<file path="config.mk">
export PLATFORM = sky130hd
export DESIGN_NAME = snake_dir_ctrl
export DESIGN_NICKNAME = d
export VERILOG_FILES = /design/src/rtl/snake_dir_ctrl.sv
export SDC_FILE = /design/constraint.sdc
export NUM_CORES = 1
export LEC_CHECK = 0
export ABC_AREA = 1
export CORE_MARGIN = 2
export CORE_UTILIZATION = 46
export CTS_CLUSTER_SIZE = 10
export DETAILED_ROUTE_END_ITERATION = 10
export GPL_ROUTABILITY_DRIVEN = 0
export PLACE_DENSITY = 0.8
export SLEW_MARGIN = 0
export SYNTH_ARGS = -nofsm -noshare
export SYNTH_HDL_FRONTEND = slang
export SYNTH_SLANG_ARGS = --single-unit
</file>
<file path="constraint.sdc">
create_clock -name clk -period 2.05 [get_ports clk]
set_input_delay 0.41 -clock clk [delete_from_list [all_inputs] [get_ports clk]]
set_output_delay 0.41 -clock clk [all_outputs]
set_load 0.05 [all_outputs]
</file>
<file path="src/rtl/snake_dir_ctrl.sv">
// Snake direction controller: button edge detect, move legality, move queue and IDLE/RUN state.
// Optional PAUSE_KEY_EN adds a btn_pause input that toggles the paused state while running.
module snake_dir_ctrl #(
    parameter int         DEPTH    = 2,
    parameter logic [1:0] INIT_DIR = 2'd1
) (
    input  logic       clk,
    input  logic       reset,
    input  logic       btn_up,
    input  logic       btn_right,
    input  logic       btn_down,
    input  logic       btn_left,
`ifdef PAUSE_KEY_EN
    input  logic       btn_pause,
`endif
    input  logic       tick,
    input  logic       game_over,
    output logic [1:0] dir,
    output logic       dir_changed,
    output logic       running,
    output logic [2:0] queue_count,
    output logic       overflow,
    output logic       paused
);
    localparam int PW = (DEPTH > 1) ? $clog2(DEPTH) : 1;

    typedef enum logic {S_IDLE, S_RUN} state_t;

    state_t          r_state, w_state_nxt;
    logic [1:0]      r_mem [DEPTH];
    logic [PW-1:0]   r_rptr, r_wptr, w_tail_idx;
    logic [2:0]      r_count;
    logic [1:0]      r_dir;
    logic            r_dir_changed, r_overflow;
    logic [3:0]      r_prev;
    logic            r_arm;
    logic [3:0]      w_btn, w_rise;
    logic            w_cand_vld;
    logic [1:0]      w_cand, w_ref;
    logic            w_legal, w_full, w_pop, w_try, w_push, w_ovf, w_paused;

    function automatic logic [PW-1:0] ptr_inc(input logic [PW-1:0] p);
        return (p == PW'(DEPTH - 1)) ? '0 : p + PW'(1);
    endfunction

    // r_arm masks the first cycle out of reset so a held button is not seen as a press
    assign w_btn  = {btn_up, btn_right, btn_down, btn_left};
    assign w_rise = r_arm ? (w_btn & ~r_prev) : 4'b0000;

    always_comb begin
        w_cand_vld = 1'b1;
        w_cand     = 2'd0;
        if      (w_rise[3]) w_cand = 2'd0;
        else if (w_rise[2]) w_cand = 2'd1;
        else if (w_rise[1]) w_cand = 2'd2;
        else if (w_rise[0]) w_cand = 2'd3;
        else                w_cand_vld = 1'b0;
    end

    assign w_tail_idx = (r_wptr == '0) ? PW'(DEPTH - 1) : r_wptr - PW'(1);
    assign w_ref      = (r_count != 3'd0) ? r_mem[w_tail_idx] : r_dir;
    assign w_legal    = w_cand_vld && (w_cand != w_ref) && (w_cand != (w_ref ^ 2'd2));
    assign w_full     = (r_count == 3'(DEPTH));
    assign w_pop      = tick && (r_state == S_RUN) && (r_count != 3'd0) && !w_paused;
    assign w_try      = w_legal && !w_paused;
    // a pop in the same cycle frees a slot, so a full queue plus tick is not an overflow
    assign w_push     = w_try && (!w_full || w_pop);
    assign w_ovf      = w_try && w_full && !w_pop;

    always_comb begin
        w_state_nxt = r_state;
        if (game_over)                        w_state_nxt = S_IDLE;
        else if (r_state == S_IDLE && w_push) w_state_nxt = S_RUN;
    end

    always_ff @(posedge clk or posedge reset) begin
        if (reset) r_state <= S_IDLE;
        else       r_state <= w_state_nxt;
    end

    always_ff @(posedge clk or posedge reset) begin
        if (reset) begin
            r_prev        <= 4'b0000;
            r_arm         <= 1'b0;
            r_rptr        <= '0;
            r_wptr        <= '0;
            r_count       <= 3'd0;
            r_dir         <= INIT_DIR;
            r_dir_changed <= 1'b0;
            r_overflow    <= 1'b0;
            for (int i = 0; i < DEPTH; i++) r_mem[i] <= 2'd0;
        end else begin
            r_prev <= w_btn;
            r_arm  <= 1'b1;
            if (game_over) begin
                r_rptr        <= '0;
                r_wptr        <= '0;
                r_count       <= 3'd0;
                r_dir         <= INIT_DIR;
                r_dir_changed <= 1'b0;
                r_overflow    <= 1'b0;
            end else begin
                r_dir_changed <= w_pop;
                r_overflow    <= w_ovf;
                if (w_pop) begin
                    r_dir  <= r_mem[r_rptr];
                    r_rptr <= ptr_inc(r_rptr);
                end
                if (w_push) begin
                    r_mem[r_wptr] <= w_cand;
                    r_wptr        <= ptr_inc(r_wptr);
                end
                if (w_push && !w_pop)      r_count <= r_count + 3'd1;
                else if (!w_push && w_pop) r_count <= r_count - 3'd1;
            end
        end
    end

`ifdef PAUSE_KEY_EN
    logic r_pause_prev, r_paused;

    always_ff @(posedge clk or posedge reset) begin
        if (reset) begin
            r_pause_prev <= 1'b0;
            r_paused     <= 1'b0;
        end else begin
            r_pause_prev <= btn_pause;
            if (game_over)
                r_paused <= 1'b0;
            else if (r_arm && btn_pause && !r_pause_prev && r_state == S_RUN)
                r_paused <= ~r_paused;
        end
    end
    assign w_paused = r_paused;
`else
    assign w_paused = 1'b0;
`endif

    assign dir         = r_dir;
    assign dir_changed = r_dir_changed;
    assign running     = (r_state == S_RUN);
    assign queue_count = r_count;
    assign overflow    = r_overflow;
    assign paused      = w_paused;
endmodule

</file>
==> results_dict.tcl <==
set metrics [dict create \
    min_period_ps 2064 \
    slew_violations 0 \
    port-buffer-count 15 \
    setup_violations 1 \
    layout-drive-gt1-share_pct 33.12 \
    finalNetCount 164 \
    critPathArrivalTime_ps 2260 \
    ys.flop_type "dfrtp_1" \
    cts-buffers-inserted 3 \
    die_h_um 50.82 \
    syn-num-nets 134 \
    cts.path.max_buffers 2 \
    drt_pass1_iterations 4 \
    async_reset_ff_share_pct 100.0 \
    leakagePower_nw 0.6757 \
    hold_viol 0 \
    postLayoutCellArea_um2 1348 \
    netlist_instances 125 \
    yosysWarnings 0 \
    r2r-start "queue_count[2]" \
    htreeDepth 1 \
    power.internal_uw 936.9 \
    nFillCells 173 \
    io_pins 17 \
    cts_sinks 19 \
    track_usage_pct 21.86 \
    syn_area_um2 1008 \
    dp.cells 175 \
    crit_fanout 3 \
    holdCritPathClass "in -> reg" \
    post-route-drc-count 0 \
    post_drt_wl_per_cell_um 12.39 \
    cts_hold_buf 0 \
    die_w_um 50.82 \
    cp-end-kind "flip-flop" \
    drtIter0Drc 20 \
    switching_share_pct 46.68 \
    fin_skew_ps 8.066 \
    drtAntennaViolNets 0 \
    worst_pin_slew_ps 511.9 \
    syn_to_final_growth_pct 33.62 \
    start_util_pct 49.88 \
    dp_hpwl_um 1729 \
    clkTransAtPathRegs_ps 110 \
    grt_antenna_before_repair 0 \
    mostFrequentLayoutCell "nand2_1" \
    power_mw 1.757 \
    grt_pass1_vias 917 \
    antenna_cells 0 \
    ys_types 25 \
    crit_type "in -> reg" \
    hold_ws_ps 264.5 \
    required_ps 2250 \
    cts_tree "yes" \
    core_um2 2022 \
    rsz0062_at_grt "yes" \
    grt_pass1_wl_um 4057 \
    synth-seq-area-share_pct 47.27 \
    grt_max_degree 20 \
    min_from "btn_down" \
    fin_ws_ps -14.23 \
    drt_wl_total_um 2242 \
    seq_power_share_pct 30.6 \
    cellPowerDensity_nw_per_um2 1304 \
    crit_start "btn_right" \
    failed_checks "negative setup slack" \
    synth.avg_cell_area_um2 8.068 \
    finalCritPeriodShare_pct 100.7 \
    gr-total-overflow 0 \
    cap_violations 0 \
    die-area_um2 2583 \
    outcome "finished, violations left" \
    placementRows 16 \
    placed_area_um2 1281 \
    instances_no_fill 181 \
    peakVddDrop_mv 0.8892 \
    insertion_delay_ps 310 \
    mostFrequentLayoutCells "nand2_1 (28), inv_1 (16), dfrtp_1 (15), nand2_2 (12), buf_4 (12)" \
    relSlewSlack_pct 65.77 \
    via_per_inst 5.072 \
    worstSetupStartpointType "input port" \
    synth_enable_flop_cells 0 \
    p_sw_uw 820.2 \
    combPwrFrac_pct 58.4 \
    num_vias 918 \
    fmax_ghz 0.4844 \
    ys_ff_latch 19 \
    cts_root_buffer "clkbuf_4" \
    clkPwrFrac_pct 10.9 \
]
cells in the mapped netlist, types with 2 or more instances:
cell / instances / area share [%]
o21ai_1: 3 / 1.5
conb_1: 2 / 0.74
nor2_2: 5 / 3.1
inv_1: 18 / 6.7
nand2_2: 11 / 6.8
o21ai_0: 4 / 2.0
nor2_1: 10 / 3.7
a21oi_1: 3 / 1.5
dfrtp_1: 18 / 45
nand2_1: 29 / 11
nand3_1: 8 / 4.0
power by group through the flow:
stage          combinational, mW  sequential [mW]  clock, mW
2_1_floorplan              0.513            0.679          0
3_3_place_gp               0.905            0.533          0
3_5_place_dp               0.945            0.541          0
4_1_cts                    0.986            0.545      0.197
5_1_grt                     1.12            0.550      0.219
6_report                    1.03            0.538      0.192
final timing paths:
check,cells past startpoint,to,slack (ps)
worst max register to register,12,queue_count[2],0
min in group asynchronous,3,r_mem[2],420
worst min register to register,1,dir[1],510
worst min-delay path,1,r_prev[1],260
worst max-delay path,13,queue_count[2],-10
max in group asynchronous,3,dir[0],1360
area by class of cell:
type | count | area, um^2 | area share [%]
Clock buffer | 3 | 22.52 | 1.671
Clock inverter | 1 | 5.005 | 0.3714
Inverter | 19 | 71.32 | 5.292
Multi-Input combinational cell | 86 | 504.2 | 37.42
Sequential cell | 19 | 480.5 | 35.65
Tap cell | 27 | 33.78 | 2.507
Timing Repair Buffer | 26 | 230.2 | 17.08
logic make-up (layout without fill, tap and decap cells):
kind of cell | count (synthesis) | after routing | synth area share [%]
adder cells (fa/ha/maj) | 1 | 1 | 1.985
AO/OA/AOI/OAI | 12 | 12 | 6.699
AND/OR/NAND/NOR | 70 | 70 | 34.62
other | 2 | 2 | 0.7447
flip-flops | 19 | 19 | 47.27
XOR/XNOR | 1 | 1 | 0.8686
buffers and inverters | 20 | 49 | 7.816
repair_timing:
item / in CTS / in global routing
setup buffers: 1 / 1
resized for setup: 9 / 2
endpoints found under the hold margin: 0 / 0
pin swaps: 13 / 11
endpoints found under the setup margin: 2 / 3
critical path, cell delays in order:
cell,delay (ps)
clkdlybuf4s50_1,490
nand2_2,80
nand2_2,100
nand4_1,170
nand4_4,120
inv_2,50
fa_2,350
xnor2_2,190
inv_1,50
nand2_1,70
nand2_1,50
nand2_1,60
nand2_1,70
stage by stage:
| stage | util (%) | setup WS, ps | TNS [ps] |
|---|---|---|---|
| finish | 66.65 | -14.23 | -14.23 |
| detailed placement | 63.37 | -465.1 | -1170 |
| global route | 66.65 | -109.4 | -109.4 |
| global placement | 63.37 | -330.8 | -681.4 |
| floorplan | - | -21.09 | -21.09 |
| CTS | 66.03 | -19.85 | -19.85 |
metal layers:
layer	part of all wire, %	track usage, %	routed length, um	up-vias
met3	5.0	3.801	111	9
met2	53	38.82	1183	28
met4	3.4	11.71	77	0
met1	39	24.95	870	437
li1	-	-	-	444
met5	0	0	0	-
sequential cells by signal, indices dropped and copies added (netlist names):
| signal | count |
|---|---|
| queue_count | 3 |
| dir_changed | 1 |
| r_mem | 4 |
| r_arm | 1 |
| r_wptr | 1 |
| dir | 2 |
| r_rptr | 1 |
| overflow | 1 |
| running | 1 |
| r_prev | 4 |
No activity file was read; power rests on OpenSTA's default activity.
